### src/rtl/alu_exec_unit.sv
// alu_exec_unit -- execute-stage ALU sitting behind the ALU control decoder.
//
// AND/OR/ADD/SUB (and undefined codes) retire one cycle after start is
// sampled. MUL runs as an iterative shift-add over up to WIDTH cycles, with
// busy high while it runs so pipeline control can stall; start is ignored
// while busy.
//
// Optional build macro:
//   MUL_EARLY_EXIT_EN  - MUL also finishes as soon as the remaining multiplier
//                        bits are all zero (same result, shorter latency).
//
// Ports:
//   clk       in   system clock, rising edge
//   rst_n     in   synchronous active-low reset
//   start     in   execute request, sampled only when busy=0
//   alu_ctrl  in   4'b0000 AND, 0001 OR, 0010 ADD, 0011 SUB, 0100 MUL
//   a, b      in   operands (WIDTH bits)
//   result    out  registered result of last completed op
//   zero      out  registered, result == 0
//   ovf       out  registered signed overflow of last ADD/SUB, else 0
//   busy      out  MUL in progress
//   done      out  one-cycle pulse when result/zero/ovf update
module alu_exec_unit #(
  parameter int WIDTH = 32
) (
  input  logic             clk,
  input  logic             rst_n,
  input  logic             start,
  input  logic [3:0]       alu_ctrl,
  input  logic [WIDTH-1:0] a,
  input  logic [WIDTH-1:0] b,
  output logic [WIDTH-1:0] result,
  output logic             zero,
  output logic             ovf,
  output logic             busy,
  output logic             done
);

  localparam int CW = $clog2(WIDTH + 1);

  localparam logic [3:0] OP_AND = 4'b0000;
  localparam logic [3:0] OP_OR  = 4'b0001;
  localparam logic [3:0] OP_ADD = 4'b0010;
  localparam logic [3:0] OP_SUB = 4'b0011;
  localparam logic [3:0] OP_MUL = 4'b0100;

  typedef enum logic {IDLE, MULT} state_e;

  state_e           state_q,  state_d;
  logic [WIDTH-1:0] mcand_q,  mcand_d;
  logic [WIDTH-1:0] mplier_q, mplier_d;
  logic [WIDTH-1:0] acc_q,    acc_d;
  logic [CW-1:0]    count_q,  count_d;
  logic [WIDTH-1:0] result_q, result_d;
  logic             zero_q,   zero_d;
  logic             ovf_q,    ovf_d;
  logic             done_q,   done_d;

  // Single-cycle datapath
  logic [WIDTH-1:0] sum, diff, alu_res;
  logic             alu_ovf;
  logic             sa, sb;

  assign sum  = a + b;
  assign diff = a - b;
  assign sa   = a[WIDTH-1];
  assign sb   = b[WIDTH-1];

  always_comb begin
    alu_res = '0;
    alu_ovf = 1'b0;
    case (alu_ctrl)
      OP_AND: alu_res = a & b;
      OP_OR:  alu_res = a | b;
      OP_ADD: begin
        alu_res = sum;
        alu_ovf = (sa == sb) && (sum[WIDTH-1] != sa);
      end
      OP_SUB: begin
        alu_res = diff;
        alu_ovf = (sa != sb) && (diff[WIDTH-1] != sa);
      end
      default: begin
        // undefined codes (and MUL, handled separately) produce 0
        alu_res = '0;
        alu_ovf = 1'b0;
      end
    endcase
  end

  // Shift-add step: this cycle's accumulator after the conditional add
  logic [WIDTH-1:0] acc_add;
  logic             mul_last;

  assign acc_add = mplier_q[0] ? (acc_q + mcand_q) : acc_q;

`ifdef MUL_EARLY_EXIT_EN
  // Once no set bits remain above bit 0, later iterations would add nothing.
  assign mul_last = (count_q == CW'(1)) || ((mplier_q >> 1) == '0);
`else
  assign mul_last = (count_q == CW'(1));
`endif

  always_comb begin
    state_d  = state_q;
    mcand_d  = mcand_q;
    mplier_d = mplier_q;
    acc_d    = acc_q;
    count_d  = count_q;
    result_d = result_q;
    zero_d   = zero_q;
    ovf_d    = ovf_q;
    done_d   = 1'b0;

    case (state_q)
      IDLE: begin
        if (start) begin
          if (alu_ctrl == OP_MUL) begin
            mcand_d  = a;
            mplier_d = b;
            acc_d    = '0;
            count_d  = CW'(WIDTH);
            state_d  = MULT;
          end else begin
            result_d = alu_res;
            zero_d   = (alu_res == '0);
            ovf_d    = alu_ovf;
            done_d   = 1'b1;
          end
        end
      end
      MULT: begin
        acc_d    = acc_add;
        mcand_d  = mcand_q << 1;
        mplier_d = mplier_q >> 1;
        count_d  = count_q - CW'(1);
        if (mul_last) begin
          result_d = acc_add;
          zero_d   = (acc_add == '0);
          ovf_d    = 1'b0;
          done_d   = 1'b1;
          state_d  = IDLE;
        end
      end
      default: state_d = IDLE;
    endcase
  end

  always_ff @(posedge clk) begin
    if (!rst_n) begin
      state_q  <= IDLE;
      mcand_q  <= '0;
      mplier_q <= '0;
      acc_q    <= '0;
      count_q  <= '0;
      result_q <= '0;
      zero_q   <= 1'b1;
      ovf_q    <= 1'b0;
      done_q   <= 1'b0;
    end else begin
      state_q  <= state_d;
      mcand_q  <= mcand_d;
      mplier_q <= mplier_d;
      acc_q    <= acc_d;
      count_q  <= count_d;
      result_q <= result_d;
      zero_q   <= zero_d;
      ovf_q    <= ovf_d;
      done_q   <= done_d;
    end
  end

  assign result = result_q;
  assign zero   = zero_q;
  assign ovf    = ovf_q;
  assign busy   = (state_q == MULT);
  assign done   = done_q;

endmodule
### config.mk
export PLATFORM = sky130hd
export DESIGN_NAME = alu_exec_unit
export DESIGN_NICKNAME = d
export VERILOG_FILES = /design/src/rtl/alu_exec_unit.sv
export SDC_FILE = /design/constraint.sdc
export NUM_CORES = 1
export LEC_CHECK = 0
export ABC_CLOCK_PERIOD_IN_PS = 8500
export CAP_MARGIN = 0
export CELL_PAD_IN_SITES_DETAIL_PLACEMENT = 2
export CELL_PAD_IN_SITES_GLOBAL_PLACEMENT = 2
export CORE_MARGIN = 2
export CORE_UTILIZATION = 37
export DETAILED_ROUTE_END_ITERATION = 10
export GPL_TIMING_DRIVEN = 0
export PLACE_DENSITY = 0.94
export SYNTH_ARGS = -nofsm -noshare
export SYNTH_HDL_FRONTEND = slang
export SYNTH_SLANG_ARGS = --single-unit
### constraint.sdc
create_clock -name clk -period 8.5 [get_ports clk]
set_input_delay 1.7 -clock clk [delete_from_list [all_inputs] [get_ports clk]]
set_output_delay 1.7 -clock clk [all_outputs]
set_load 0.05 [all_outputs]
Yosys cells after proc, flatten, opt, wreduce, memory -nomap -nowiden. Index checks and enable logic that the tools add are counted.

Register bits after elaboration: 138. Bits of input ports: 71. Logic and storage cells: 71.

Bitwise logic cells: 3. Add/subtract/negate cells: 4. Mux-type cells: 35. Equal/unequal tests: 13. Reductions and logical operators: 7.

Operators by type and width (number): $mux 32 (10); $pmux 32 s2 (4); $pmux 32 s4 (1); $add 32x32->32 (2); $logic_not 32->1 (2); $and 32x32->32 (1); $or 32x32->32 (1); $sub 32x32->32 (1); $mux 1 (12); $mux 6 (2); $pmux 6 s2 (1); $pmux 1 s2 (5); $eq 4x2->1 const B (2); $eq 6x1->1 const B (1); $ne 2x2->1 const B (3); $sub 6x1->6 const B (1); $eq 4x1->1 const B (1); $eq 4x3->1 const B (1); $logic_not 4->1 (1); $ne 1x1->1 (3); $reduce_and 3->1 (1); $logic_and 1x1->1 (2); $ne 2x1->1 const B (1); $reduce_and 2->1 (1); 2 further kinds (2).

Logic depth before layout (Yosys ltp). Gate-level depths: netlist of the first run.

Depth after elaboration: 7. Depth in mapped cells: 16. Depth with buffers taken out: 16.

Least setup slack after synthesis of the first run. No wires, ideal clock.

Kind: input to register. From: input b[7]. To: register zero_q (netlist: zero). Stages on the path: 14. Setup time: 0.065 ns. Path slack: 3.826 ns. Arrival: 4.609 ns. Buffers on the path: 0. Cell sequence: inv_1 > ha_1 > and2b_2 > o31ai_1 > a21oi_1 > a311o_1 > o21ba_1 > xnor2_1 > a221oi_1 > or4b_1 > nor4_1 > nand4_1 > nor4_1 > nand4b_1.

Longest elaborated chain between the ends: 6. Elaborated cells on any way between the ends: 9. Those cells by class: add/sub: 2; mux: 4; bitwise: 2; reduce/logical: 1.

RTL lines: from (decl) (RTL line 31) `input logic [WIDTH-1:0] b,`; $sub 32x32->32, or another cell as far along (RTL line 65) `assign diff = a - b;`; $pmux 32 s4 (*) (RTL line 72) `case (alu_ctrl)`; $logic_not 32->1 (*) (RTL line 126) `zero_d = (alu_res == '0);`; $mux 1 (*) (RTL line 118) `if (alu_ctrl == OP_MUL) begin`; $mux 1 (*) (RTL line 117) `if (start) begin`; $pmux 1 s2 (*) (RTL line 115) `case (state_q)`; to (signal assigned) (RTL line 167) `zero_q <= zero_d;`; to (decl) (RTL line 55) `logic zero_q, zero_d;`.

Every way passes the cells marked *; elsewhere a longest branch is shown, timed or not. The select of a mux whose other input is x is not followed. A chain may end at the register's enable or synchronous reset.

Worst setup path after layout of the first run.
From: input a[0]. To: register zero_q (netlist: zero).

Longest elaborated chain between the ends: 6. Elaborated cells on any way between the ends: 9. Those cells by class: add/sub: 2; mux: 4; bitwise: 2; reduce/logical: 1.

RTL lines: from (decl) (RTL line 30) `input logic [WIDTH-1:0] a,`; $sub 32x32->32, or another cell as far along (RTL line 65); $pmux 32 s4 (*) (RTL line 72); $logic_not 32->1 (*) (RTL line 126); $mux 1 (*) (RTL line 118); $mux 1 (*) (RTL line 117); $pmux 1 s2 (*) (RTL line 115).

Marked as above.

==> results.sh, run 1 <==
export IMPL_peakVddDrop_mv=0.1535
export IMPL_max_stage_delay_ns=0.90
export IMPL_postCtsHoldBufs=0
export IMPL_netlist_instances=1895
export IMPL_hp_class="reg -> reg"
export IMPL_synth_top_family_by_area="compound AO/OA/AOI/OAI gates"
export IMPL_cp_arrival_ns=6.92
export IMPL_synth_simple_gate_area_share_pct=24.60
export IMPL_post_route_drc_count=0
export IMPL_detail_route_antenna_nets=0
export IMPL_postCtsSetupBuffers=0
export IMPL_cts_htree_levels=4
export IMPL_r2r_start="mcand_q[0]"
export IMPL_finalMaxSlewViolations=0
export IMPL_final_min_clock_period_ns=6.529
export IMPL_rsz0062_at_grt="false"
export IMPL_worst_pin_slew_ns=1.274
export IMPL_hold_viol_final=0
export IMPL_r2r_end="zero"
export IMPL_gr_total_overflow=0
export IMPL_net_switching_power_uw=831.5
export IMPL_min_from="result[14]"
export IMPL_finalCritPeriodShare_pct=76.81
export IMPL_crit_path_top_delay_cell="o311ai_0"
export IMPL_core_um2=36350
export IMPL_cts_resized=0
export IMPL_ff2ff_path_depth=14
export IMPL_start_util_pct=37.30
export IMPL_p_clk_share_pct=39.1
export IMPL_skew_ns=0.01413
export IMPL_p_sw_share_pct=38.82
export IMPL_cts_root_buf="clkbuf_16"
export IMPL_syn_num_nets=2102
export IMPL_hold_depth=2
export IMPL_yosysSeqAreaShare_pct=20.37
export IMPL_die_w_um=195.4
export IMPL_power_leakage_nw=6.353
export IMPL_yosys_most_used_dff="dfxtp_1"
export IMPL_viasPerCell=6.596
export IMPL_row_count=70
export IMPL_wl_per_cell_um=30.51
export IMPL_p_comb_share_pct=29.4
export IMPL_p_per_area_nw_per_um2=135.6
export IMPL_r2r_slack_ns=3.98
export IMPL_fin_nets=2226
export IMPL_cp_end_kind="flop"
export IMPL_synth_edf_count=0
export IMPL_synth_mux_area_share_pct=1.993
export IMPL_grt_pass1_vias=18030
export IMPL_grt_max_degree=17
export IMPL_final_cell_mix="nand2_1 (244), a21oi_1 (177), o21ai_0 (175), nor2_1 (155), dfxtp_1 (138)"
export IMPL_drive_gt1_share_pct=5.807
export IMPL_final_common_cell="nand2_1"
export IMPL_die_height_um=195.4
export IMPL_max_freq_ghz=0.1532
export IMPL_io_pins=107
export IMPL_maxSlewHeadroom_pct=14.77
export IMPL_vias=16500
export IMPL_clockBufferDepth=2
export IMPL_cts_tree="yes"
export IMPL_startpoint_type="primary input"
export IMPL_grt_pass1_wl_um=115200
export IMPL_die_area_um2=38190
export IMPL_cts_inserted_buffers=17
export IMPL_synth_xor_area_share_pct=2.584
export IMPL_routed_wl_um=76300
export IMPL_fillers=4232
export IMPL_status="finished, final reports clean"
export IMPL_p_seq_share_pct=31.5
export IMPL_globalplace_congestion=0.9538
export IMPL_netlist_area_um2=13560
export IMPL_finalSetupViolCount=0
export IMPL_crit_type="in -> reg"
export IMPL_first_pass_iters=5
export IMPL_crit_required_ns=8.89
export IMPL_clk_pin_slew_ns=0.07
export IMPL_synth_compound_area_share_pct=30.04
export IMPL_drtIter0Drc=1586
export IMPL_synth_fa_ha_area_share_pct=12.72
export IMPL_worst_path_max_fanout=3
export IMPL_ys_ff_latch=138
export IMPL_min_to="result[14]"
export IMPL_setup_tns_ns=0
export IMPL_intPower_mw=1.310
export IMPL_fin_util_pct=43.46
export IMPL_insertion_delay_ns=0.47
export IMPL_hpwl_um=54880
export IMPL_area_delta_synth_final_pct=16.51
export IMPL_async_flop_share_pct=0
export IMPL_cts_sink_count=138
export IMPL_syn_avg_cell_area_um2=7.155
export IMPL_ys_types=104
export IMPL_port_buffers=105
export IMPL_yosys_warnings=0
export IMPL_antenna_found_initial=1
export IMPL_crit_chain="clkdlybuf4s50_1 -> inv_1 -> ha_1 -> inv_1 -> fa_1 -> nor2b_2 -> o311ai_2 -> o21ai_2 -> o311ai_0 -> a21boi_1 -> o21ai_0 -> o21ai_0 -> xnor2_1 -> a21boi_0 -> o2111ai_1 -> nor4_1 -> nand4b_1"
export IMPL_track_usage_pct=39.64
export IMPL_cap_violations=0
## kinds of logic (layout without fill, tap and decap cells)
kind of cell               Yosys count  count (layout)
and+or+nand+nor                    685             685
muxes                               26              26
adders and majority gates          136             136
AOI/OAI and AO/OA                  639             639
xor gates and xnor gates            40              40
buffers and inverters              231             368
other                                0               1
DFF                                138             138
## synth_stat cells, drive strengths merged, types with 13 or more instances
cell | count | share of area [%]
a211oi | 23 | 1.3
a21boi | 40 | 2.2
a21o | 19 | 1.1
a21oi | 181 | 6.8
a31oi | 17 | 0.90
and2 | 99 | 4.6
and3 | 14 | 0.65
buf | 26 | 1.1
clkbuf | 91 | 3.4
dfxtp | 138 | 20
ha | 133 | 12
inv | 113 | 3.1
mux2i | 18 | 1.3
nand2 | 244 | 6.8
nand3 | 42 | 1.6
nor2 | 156 | 4.3
nor2b | 21 | 0.99
nor3 | 30 | 1.2
nor4 | 17 | 1.0
o211ai | 24 | 1.3
o21a | 13 | 0.72
o21ai | 184 | 6.9
o22ai | 23 | 1.1
o31ai | 20 | 1.2
xnor2 | 29 | 1.9
## sequential cells by signal, summed over array words and instances (netlist names)
signal,cells
done,1
ovf,1
mplier_q,32
acc_q,32
busy,1
mcand_q,32
zero,1
count_q,6
result,32
## power by group through the flow
| stage | clock network [mW] | logic (mW) | registers [mW] |
|---|---|---|---|
| final | 0.838 | 0.630 | 0.674 |
| after global routing | 0.853 | 0.656 | 0.674 |
| after CTS | 0.828 | 0.603 | 0.673 |
| after detailed placement | 0 | 0.581 | 0.687 |
| after global placement | 0 | 0.553 | 0.686 |
| after floorplan | 0 | 0.329 | 0.709 |
## worst max-delay path by stage
| stage | startpoint | endpoint | cells past startpoint |
|---|---|---|---|
| final | a[0] | zero | 17 |
| after global routing | a[0] | zero | 17 |
| after CTS | a[0] | zero | 17 |
| after detailed placement | a[0] | zero | 17 |
| after global placement | a[0] | zero | 17 |
| after floorplan | b[7] | zero | 14 |
## cell type report
type                       count  area (um2)  share of cell area, %
timing repair buffer         105        1051                  6.653
clock inverter                13       156.4                 0.9900
tap                          468       585.6                  3.707
inverter                     113       424.2                  2.685
sequential                   138        2763                  17.49
buffer                       118       619.3                  3.920
multi-input combinational   1526        9753                  61.74
clock buffer                  19       442.9                  2.804
antenna                        1       2.502                0.01584
## layer usage
layer  GRT usage (%)  wire length, um
met5               0                0
met4           25.67             5242
met3           7.979             5770
met2           65.70            35520
met1           46.71            29770
## stage by stage
step	total power [mW]	area, um2	hold WS (ns)	setup WS (ns)	std cells
final	2.142	15800	0.4752	1.971	2501
after floorplan	1.038	13560	0.4343	3.826	1895
after global placement	1.238	15200	0.4504	2.169	2468
after detailed placement	1.268	15200	0.4616	2.175	2468
after global routing	2.183	15800	0.4887	1.901	2500
after CTS	2.104	15800	0.4781	2.265	2500
## critical path: cells and delay by family
family                   cells  cell delay [ns]
AO/OA/AOI/OAI                8             2.94
XOR/XNOR                     1             0.17
AND/OR/NAND/NOR              3             0.71
adder cells (fa/ha/maj)      2             0.61
buffers and inverters        3             0.78
(Power assumes the default switching activity.)
==> run 2: changes to the inputs <==
ABC_CLOCK_PERIOD_IN_PS = 5600   (was 8500)
CORE_UTILIZATION = 31   (was 37)
PLACE_DENSITY = 0.85   (was 0.94)
clock period = 5.6 ns   (was 8.5 ns; I/O delays follow)
==> run 2 against run 1 <==
Effect of this change: die area up 19%; clock power increased by 42%; first-iteration DRC count fell by 33%; largest power group unchanged; highest routed layer unchanged.
==> results.sh, run 2 (synthesis results as in run 1) <==
export IMPL_crit_type="in -> reg"
export IMPL_setup_tns_ns=0
export IMPL_wl_per_cell_um=24.72
export IMPL_cts_htree_levels=4
export IMPL_final_common_cell="nand2_1"
export IMPL_antenna_found_initial=0
export IMPL_fillers=5170
export IMPL_status="finished, final reports clean"
export IMPL_crit_required_ns=6.00
export IMPL_final_min_clock_period_ns=5.461
export IMPL_grt_pass1_vias=16270
export IMPL_cp_startpoint="a[0]"
export IMPL_p_per_area_nw_per_um2=195.4
export IMPL_skew_ns=0.01156
export IMPL_clk_pin_slew_ns=0.06
export IMPL_worst_pin_slew_ns=1.135
export IMPL_die_area_um2=45430
export IMPL_diodes=0
export IMPL_r2r_slack_ns=1.33
export IMPL_cp_arrival_ns=5.86
export IMPL_fin_nets=2226
export IMPL_area_delta_synth_final_pct=17.46
export IMPL_core_um2=43170
export IMPL_fin_hold_ws_ns=0.4798
export IMPL_viasPerCell=5.774
export IMPL_hp_class="reg -> reg"
export IMPL_vias=15100
export IMPL_ff2ff_path_depth=14
export IMPL_place_area_um2=15340
export IMPL_r2r_end="zero"
export IMPL_grt_pass1_wl_um=98880
export IMPL_r2r_start="mcand_q[0]"
export IMPL_die_height_um=213.1
export IMPL_gr_total_overflow=0
export IMPL_drtIter0Drc=1069
export IMPL_globalplace_congestion=0.9566
export IMPL_grt_max_degree=17
export IMPL_max_freq_ghz=0.1831
export IMPL_die_w_um=213.1
export IMPL_finalMaxSlewViolations=0
export IMPL_total_power_mw=3.111
export IMPL_peakVddDrop_mv=0.2320
export IMPL_detail_route_antenna_nets=0
export IMPL_hold_viol_final=0
export IMPL_insertion_delay_ns=0.47
export IMPL_row_count=76
export IMPL_worst_path_max_fanout=3
export IMPL_hpwl_um=52240
export IMPL_finalSetupViolCount=0
export IMPL_cts_tree="yes"
export IMPL_stdcell_area_um2=15930
export IMPL_start_util_pct=31.41
export IMPL_startpoint_type="primary input"
export IMPL_maxSlewHeadroom_pct=23.78
export IMPL_io_pins=107
export IMPL_port_buffers=105
export IMPL_first_pass_iters=5
export IMPL_cts_root_buf="clkbuf_16"
export IMPL_clockBufferDepth=2
export IMPL_rsz0062_at_grt="false"
export IMPL_track_usage_pct=28.70
export IMPL_drive_gt1_share_pct=5.761
export IMPL_finalCritPeriodShare_pct=97.51
export IMPL_routed_wl_um=64660
export IMPL_power_leakage_nw=6.348
export IMPL_final_cell_mix="nand2_1 (244), a21oi_1 (177), o21ai_0 (175), nor2_1 (155), dfxtp_1 (138)"
export IMPL_post_route_drc_count=0
export IMPL_cp_end_kind="flop"
export IMPL_multi_input_area_um2=9753
export IMPL_postCtsSetupBuffers=0
export IMPL_cts_sink_count=138
export IMPL_endpoint="zero"
export IMPL_cap_violations=0
export IMPL_cts_inserted_buffers=17
export IMPL_ff_latch_area_um2=2763
[run 2: worst max-delay path, cell delays in order]
cell and delay (ns):
clkdlybuf4s50_1 0.49, inv_1 0.13, ha_1 0.19, inv_1 0.07, fa_1 0.40, nor2b_2 0.19
o311ai_2 0.39, o21ai_2 0.17, o311ai_1 0.76, a21boi_1 0.18, o21ai_0 0.18, o21ai_0 0.13
xnor2_1 0.17, a21boi_0 0.53, o2111ai_1 0.21, nor4_1 0.35, nand4b_1 0.19
[run 2: power by group]
part / total [mW] / internal, mW / switching [mW]
logic: 0.895 / 0.306 / 0.589
clock network: 1.19 / 0.670 / 0.524
registers: 1.02 / 1.00 / 0.0205
total: 3.11 / 1.98 / 1.13
[run 2: stage by stage]
stage,cells,setup slack (ns),utilization (%)
2_1_floorplan,1895,1.506,-
3_3_place_gp,2585,-0.06677,35.54
3_5_place_dp,2585,-0.3657,35.54
4_1_cts,2616,0.1191,36.89
5_1_grt,2616,0.02765,36.89
6_report,2616,0.1393,36.89
[run 2: repair_timing]
item	4_1_cts	5_1_grt
hold buffers	0	0
endpoints found under the setup margin	0	1
resized for setup	0	1
[run 2: area by class of cell]
| cell class | instances | share of cell area [%] |
|---|---|---|
| buffer | 118 | 3.889 |
| clock buffer | 19 | 2.781 |
| clock inverter | 12 | 0.8877 |
| inverter | 113 | 2.663 |
| multi-input combinational | 1526 | 61.24 |
| sequential | 138 | 17.35 |
| tap | 585 | 4.596 |
| timing repair buffer | 105 | 6.599 |
[run 2: worst min-delay path by stage]
stage,end,depth (start not counted),from,slack (ns)
after floorplan,mplier_q[31],2,mplier_q[31],0.43
after detailed placement,result[5],2,result[5],0.47
after CTS,result[2],2,result[2],0.48
final,result[2],2,result[2],0.48
after global routing,result[2],2,result[2],0.51
after global placement,mplier_q[31],2,mplier_q[31],0.45
[run 2: per-layer routing]
| metal | part of all wire (%) | wire length, um | vias up | global-route usage (%) |
|---|---|---|---|---|
| met4 | 3.4 | 2216 | 0 | 11.21 |
| li1 | - | - | 6950 | - |
| met3 | 4.1 | 2662 | 116 | 3.280 |
| met2 | 49 | 31400 | 380 | 49.71 |
| met1 | 44 | 28380 | 7658 | 36.31 |
| met5 | 0 | 0 | - | 0 |
